[config.mk]
export PLATFORM = sky130hd
export DESIGN_NAME = cmsdk_ahb_trace_buf
export DESIGN_NICKNAME = d
export VERILOG_FILES = /design/src/rtl/cmsdk_ahb_trace_buf.sv
export SDC_FILE = /design/constraint.sdc
export NUM_CORES = 1
export LEC_CHECK = 0
export CAP_MARGIN = 25
export CORE_MARGIN = 1.5
export CORE_UTILIZATION = 48
export DETAILED_ROUTE_END_ITERATION = 16
export PLACE_DENSITY = 0.69
export SLEW_MARGIN = 20
export SYNTH_ARGS = -nofsm -noshare
export SYNTH_HDL_FRONTEND = slang
export SYNTH_SLANG_ARGS = --single-unit
[constraint.sdc]
create_clock -name HCLK -period 11.3 [get_ports HCLK]
set_clock_uncertainty 0.05 [all_clocks]
set_input_delay 2.26 -clock HCLK [delete_from_list [all_inputs] [get_ports HCLK]]
set_output_delay 2.26 -clock HCLK [all_outputs]
set_load 0.01 [all_outputs]
[src/rtl/cmsdk_ahb_trace_buf.sv]
`timescale 1ns/1ps
// cmsdk_ahb_trace_buf
//
// Passive AHB-Lite bus trace buffer. It snoops the system AHB bus and pairs
// each qualifying address phase with its data phase. Each completed transfer
// is stored in a DEPTH-entry circular buffer. The buffer drains through a
// valid/ready port.
//
// Optional feature macro: ARM_CMSDK_AHB_TRACE_TS_EN
//   When defined, a free-running TSW-bit timestamp is stored with every record
//   and presented on trace_ts. When undefined, the trace_ts port is absent.
//
// Ports:
//   HCLK, HRESET         clock, asynchronous active-high reset
//   enable               capture enable for new address phases
//   clear                synchronous flush of buffer, pending phase, ovf_cnt
//   HADDR..HRDATA        snooped AHB-Lite signals
//   trace_valid/ready    record handshake (pop on valid & ready)
//   trace_addr/data/attr oldest record; attr = {HRESP, HWRITE, HSIZE}
//   trace_ts             oldest record timestamp (macro builds only)
//   count                number of stored records
//   ovf_cnt              dropped or overwritten records, saturating at 255
module cmsdk_ahb_trace_buf #(
  parameter int          AW        = 32,
  parameter int          DW        = 32,
  parameter int          DEPTH     = 16,
  parameter int          WRAP      = 0,
  parameter logic [31:0] FILT_BASE = 32'h0,
  parameter logic [31:0] FILT_MASK = 32'h0,
  parameter int          TSW       = 16
) (
  input  logic                       HCLK,
  input  logic                       HRESET,
  input  logic                       enable,
  input  logic                       clear,
  input  logic [AW-1:0]              HADDR,
  input  logic [1:0]                 HTRANS,
  input  logic                       HWRITE,
  input  logic [2:0]                 HSIZE,
  input  logic                       HREADY,
  input  logic                       HRESP,
  input  logic [DW-1:0]              HWDATA,
  input  logic [DW-1:0]              HRDATA,
  output logic                       trace_valid,
  input  logic                       trace_ready,
  output logic [AW-1:0]              trace_addr,
  output logic [DW-1:0]              trace_data,
  output logic [4:0]                 trace_attr,
`ifdef ARM_CMSDK_AHB_TRACE_TS_EN
  output logic [TSW-1:0]             trace_ts,
`endif
  output logic [$clog2(DEPTH+1)-1:0] count,
  output logic [7:0]                 ovf_cnt
);

  localparam int PW = $clog2(DEPTH);
  localparam int CW = $clog2(DEPTH+1);

  function automatic logic [7:0] sat_inc8(input logic [7:0] v);
    return (v == 8'hFF) ? v : v + 8'd1;
  endfunction

  logic [AW-1:0] mem_addr_q [DEPTH];
  logic [DW-1:0] mem_data_q [DEPTH];
  logic [4:0]    mem_attr_q [DEPTH];

  logic          pending_q;
  logic [AW-1:0] pa_addr_q;
  logic          pa_write_q;
  logic [2:0]    pa_size_q;

  logic [PW-1:0] wr_ptr_q, wr_ptr_d;
  logic [PW-1:0] rd_ptr_q, rd_ptr_d;
  logic [CW-1:0] count_q, count_d;
  logic [7:0]    ovf_q, ovf_d;
  logic          mem_we;

  logic hit, addr_phase, push, pop, full;
  logic unused_htrans0;

  // HTRANS[1] alone separates NONSEQ/SEQ from IDLE/BUSY.
  assign unused_htrans0 = HTRANS[0];

  assign hit        = ((HADDR & AW'(FILT_MASK)) == (AW'(FILT_BASE) & AW'(FILT_MASK)));
  assign addr_phase = HREADY & HTRANS[1] & enable & hit;
  assign push       = HREADY & pending_q;
  assign full       = (count_q == CW'(DEPTH));
  assign pop        = trace_valid & trace_ready;

  always_comb begin
    wr_ptr_d = wr_ptr_q;
    rd_ptr_d = rd_ptr_q;
    count_d  = count_q;
    ovf_d    = ovf_q;
    mem_we   = 1'b0;
    if (clear) begin
      // Flush wins over any push or pop this cycle; a completing record is lost.
      wr_ptr_d = '0;
      rd_ptr_d = '0;
      count_d  = '0;
      ovf_d    = '0;
    end else begin
      if (push && (pop || !full)) begin
        mem_we   = 1'b1;
        wr_ptr_d = wr_ptr_q + 1'b1;
        if (!pop) count_d = count_q + 1'b1;
      end else if (push) begin
        ovf_d = sat_inc8(ovf_q);
        if (WRAP != 0) begin
          // Full: write slot equals read slot, so the oldest entry is replaced.
          mem_we   = 1'b1;
          wr_ptr_d = wr_ptr_q + 1'b1;
          rd_ptr_d = rd_ptr_q + 1'b1;
        end
      end
      if (pop) begin
        rd_ptr_d = rd_ptr_q + 1'b1;
        if (!push) count_d = count_q - 1'b1;
      end
    end
  end

  // ---- control state ----
  always_ff @(posedge HCLK or posedge HRESET) begin
    if (HRESET) begin
      pending_q <= 1'b0;
      wr_ptr_q  <= '0;
      rd_ptr_q  <= '0;
      count_q   <= '0;
      ovf_q     <= '0;
    end else begin
      wr_ptr_q <= wr_ptr_d;
      rd_ptr_q <= rd_ptr_d;
      count_q  <= count_d;
      ovf_q    <= ovf_d;
      // A new address phase at the completion edge keeps pending set.
      if (clear)           pending_q <= 1'b0;
      else if (addr_phase) pending_q <= 1'b1;
      else if (push)       pending_q <= 1'b0;
    end
  end

  // ---- address-phase attributes and record storage ----
  always_ff @(posedge HCLK) begin
    if (addr_phase) begin
      pa_addr_q  <= HADDR;
      pa_write_q <= HWRITE;
      pa_size_q  <= HSIZE;
    end
    if (mem_we) begin
      mem_addr_q[wr_ptr_q] <= pa_addr_q;
      mem_data_q[wr_ptr_q] <= pa_write_q ? HWDATA : HRDATA;
      mem_attr_q[wr_ptr_q] <= {HRESP, pa_write_q, pa_size_q};
    end
  end

`ifdef ARM_CMSDK_AHB_TRACE_TS_EN
  logic [TSW-1:0] ts_q;
  logic [TSW-1:0] pa_ts_q;
  logic [TSW-1:0] mem_ts_q [DEPTH];

  always_ff @(posedge HCLK or posedge HRESET) begin
    if (HRESET) ts_q <= '0;
    else        ts_q <= ts_q + 1'b1;
  end

  always_ff @(posedge HCLK) begin
    if (addr_phase) pa_ts_q <= ts_q;
    if (mem_we)     mem_ts_q[wr_ptr_q] <= pa_ts_q;
  end

  assign trace_ts = trace_valid ? mem_ts_q[rd_ptr_q] : '0;
`else
  localparam int unused_tsw = TSW;
`endif

  // Storage is not reset, so fields read as zero whenever the buffer is empty.
  assign trace_valid = (count_q != '0);
  assign trace_addr  = trace_valid ? mem_addr_q[rd_ptr_q] : '0;
  assign trace_data  = trace_valid ? mem_data_q[rd_ptr_q] : '0;
  assign trace_attr  = trace_valid ? mem_attr_q[rd_ptr_q] : '0;
  assign count       = count_q;
  assign ovf_cnt     = ovf_q;

endmodule
==> flow_metrics.tcl <==
set metrics [dict create \
    r2r_cells 8 \
    worst-path-max-fanout 40 \
    fin_crit_ns 6.735 \
    hold_depth 1 \
    max_freq_ghz 0.1485 \
    syn_nets 2046 \
    synth.top_cell.area_share 0.7775 \
    die_h_microns 305.9 \
    fin_hold_ws_ns 0.5087 \
    ys_ff_latch 1162 \
    die_area_sq_mm 0.09356 \
    clock_path_buffers 3 \
    yosys.area_share.simple 0.01623 \
    synth_edf_count 1140 \
    grt_setup_unrepaired "false" \
    hold_class "reg -> reg" \
    synth_warnings 0 \
    start_kind "flip-flop" \
    fin_tns_setup_ns 0 \
    synth_seq_area_share 0.7900 \
    num_rows 110 \
    yosys.area.top_type "edfxtp_1" \
    cts_hold_buf 0 \
    synthMuxAreaShare 0.1508 \
    slew_headroom 0.2733 \
    syn_to_final_growth_pct 15.97 \
    numClockSinks 1162 \
    drt-initial-drc-count 1991 \
    synth_area_leaders "edfxtp_1 78%, mux4_2 14%, a22oi_1 2.4%, dfrtp_1 1.3%, mux2_2 0.90%" \
    vias_per_cell 5.963 \
    overflow 0 \
    antenna_found_initial 2 \
    avgSynthCellArea_sq_um 22.83 \
    ys.flop_type "edfxtp_1" \
    hold_violations 0 \
    fin_crit_sh 0.5961 \
    path_class "reg -> out" \
    finalWirelength_microns 96520 \
    cp_common_cell "buf_4" \
    post-dp-hpwl_microns 48720 \
    syn_area_sq_mm 0.04403 \
    leakage_nw 15.81 \
    grt_usage 0.2082 \
    nets 2295 \
    final_max_slew_viol_count 0 \
    drive_gt1_frac 0.2428 \
    async_reset_ff_frac 0.01893 \
    drtAntennaViolNets 0 \
    grt_pass1_vias 21692 \
    routabilityCongestion 0.7525 \
    cts.clk_slew.worst_paths_ns 0.06 \
    wl_per_cell_microns 28.00 \
    fin_util 0.5647 \
    numPortBuffers 190 \
    holdPathEnd "ovf_cnt[4]" \
    worstPathCellList "buf_4 -> buf_4 -> buf_12 -> mux4_2 -> a22oi_1 -> nand2_1 -> clkdlybuf4s50_1" \
    r2r_end "mem_addr_q[7][31]" \
    grt_pass1_wl_microns 142400 \
    via_count 20553 \
    synth-adder-area-share 0.002273 \
    status "finished clean" \
    cts-resized-gates 0 \
    cts_tree "built" \
    power_density_mw_per_mm2 208.8 \
    min_from "ovf_cnt[4]" \
    synth_cell_types 46 \
    clock_latency_ns 0.68 \
    cp.required_ns 8.99 \
    synthXorXnorAreaFrac 0.001193 \
    die_w_microns 305.9 \
    setup_viol 0 \
    cp_top_family "buffers and inverters" \
    cts_made_buffers 113 \
    cp.buffers_inverters 4 \
    cts_setup_buffers 0 \
    tightest_slew_ns 1.090 \
    nFillCells 6445 \
    dr.pass1.iters 5 \
    r2r-start "count[1]" \
    grt_max_degree 70 \
    end_kind "output pin" \
    cp_slowest_cell "buf_4" \
    maxCapViolCount 0 \
    synthCells 1929 \
    crit_arrival_ns 4.43 \
    coreArea_sq_mm 0.09042 \
    drc_errors 0 \
    io_pins 192 \
    irDropWorstVdd_uv 174.8 \
    r2r_slack_ns 6.95 \
    slowest_delay_ns 0.70 \
    synth_top_family_by_area "multiplexers" \
    root_buffer "clkbuf_16" \
    htree_levels 3 \
    synth_compound_area_frac 0.02830 \
    start_util 0.4869 \
]
[cell families after synthesis]
family                     Yosys count
adders and majority gates            8
AOI/OAI and AO/OA                  170
buffers and inverters              114
muxes                              314
and+or+nand+nor                    155
DFF                               1162
xor gates and xnor gates             6
[sequential cells by signal, summed over array words and instances (netlist names), 4 cells and up]
register,flops
mem_attr_q,80
mem_data_q,512
rd_ptr_q,4
ovf_cnt,8
count,5
wr_ptr_q,4
pa_addr_q,32
mem_addr_q,512
[through the flow]
stage | total power [mW] | instances | setup slack, ns | cell area, sq um
final | 10.66 | 3447 | 4.565 | 51060
after global routing | 11.06 | 3446 | 4.190 | 51060
after CTS | 10.75 | 3442 | 4.207 | 50980
after detailed placement | 7.172 | 3236 | 4.653 | 47440
after global placement | 7.125 | 3235 | 4.800 | 47420
after floorplan | 6.340 | 1929 | 3.019 | 44030
[layer usage]
| metal | routed length, microns | global-route usage | vias to the layer above |
|---|---|---|---|
| li1 | - | - | 8720 |
| met1 | 37800 | 0.2751 | 10942 |
| met2 | 50900 | 0.3632 | 777 |
| met3 | 6024 | 0.03034 | 114 |
| met4 | 1802 | 0.05635 | 0 |
| met5 | 0 | 0 | - |
[cells in the mapped netlist (all sizes together) (2+ instances only)]
library cell  instances
edfxtp             1140
mux4                276
a22oi               138
nand2                79
clkbuf               61
buf                  43
mux2                 35
nor2                 29
dfrtp                22
a21oi                12
inv                  10
nand3                10
and3                  8
ha                    8
nor3                  7
a211oi                4
o21ai                 4
xnor2                 4
mux2i                 3
nand4                 3
nor2b                 3
o31ai                 3
or3                   3
a31oi                 2
nand2b                2
nor3b                 2
or4                   2
xor2                  2
[how the worst max path moves through the flow]
stage / to / slack, ns / startpoint / depth (start not counted)
2_1_floorplan: mem_addr_q[2][0] / 3.02 / clear / 4
4_1_cts: trace_addr[15] / 4.21 / rd_ptr_q[0] / 6
3_5_place_dp: mem_addr_q[7][9] / 4.65 / clear / 6
5_1_grt: trace_addr[8] / 4.19 / rd_ptr_q[0] / 7
6_report: trace_addr[8] / 4.56 / rd_ptr_q[0] / 7
3_3_place_gp: mem_attr_q[6][2] / 4.80 / clear / 6
[report_power, final]
group / internal [mW] / total [mW] / switching [mW]
sequential: 4.76 / 4.84 / 0.0772
clock: 2.05 / 3.60 / 1.55
combinational: 1.16 / 2.23 / 1.07
total: 7.96 / 10.7 / 2.70
[layout make-up]
type,count,area (sq um),area share
antenna,2,5.005,0.00009801
clock buffer,139,2968,0.05812
clock inverter,67,570.5,0.01117
inverter,10,37.54,0.0007351
multi-input combinational,653,8885,0.1740
sequential,1162,34790,0.6813
tap,1176,1471,0.02882
timing repair buffer,238,2335,0.04572
[layout by cell type (no fill, tap or decap), types with 3 or more instances in the layout]
cell type,instances
nand2_1,79
mux2_2,35
nor2_1,17
inv_1,9
clkinvlp_4,4
mux4_2,276
o21ai_0,4
nor2_4,12
a21oi_1,12
buf_16,3
xnor2_1,4
o31ai_1,3
clkinv_1,19
inv_6,4
a22oi_1,138
nand4_1,3
clkinv_2,29
clkbuf_1,24
nand3_1,10
mux2i_1,3
nor2b_1,3
dfrtp_1,20
a211oi_1,4
nor3_2,6
buf_4,44
edfxtp_1,1140
or3_1,3
clkdlybuf4s50_1,190
and3_1,5
bufinv_16,8
clkbuf_16,115
ha_1,8
[worst reg2reg max path: cells and delay by family, from the launching register on]
kind                       cells  cell delay [ns]
AOI/OAI and AO/OA              1             0.50
DFF                            1             0.48
adders and majority gates      1             0.24
buffers and inverters          3             1.39
and+or+nand+nor                3             1.33
Power figures use the tool's default switching activity.
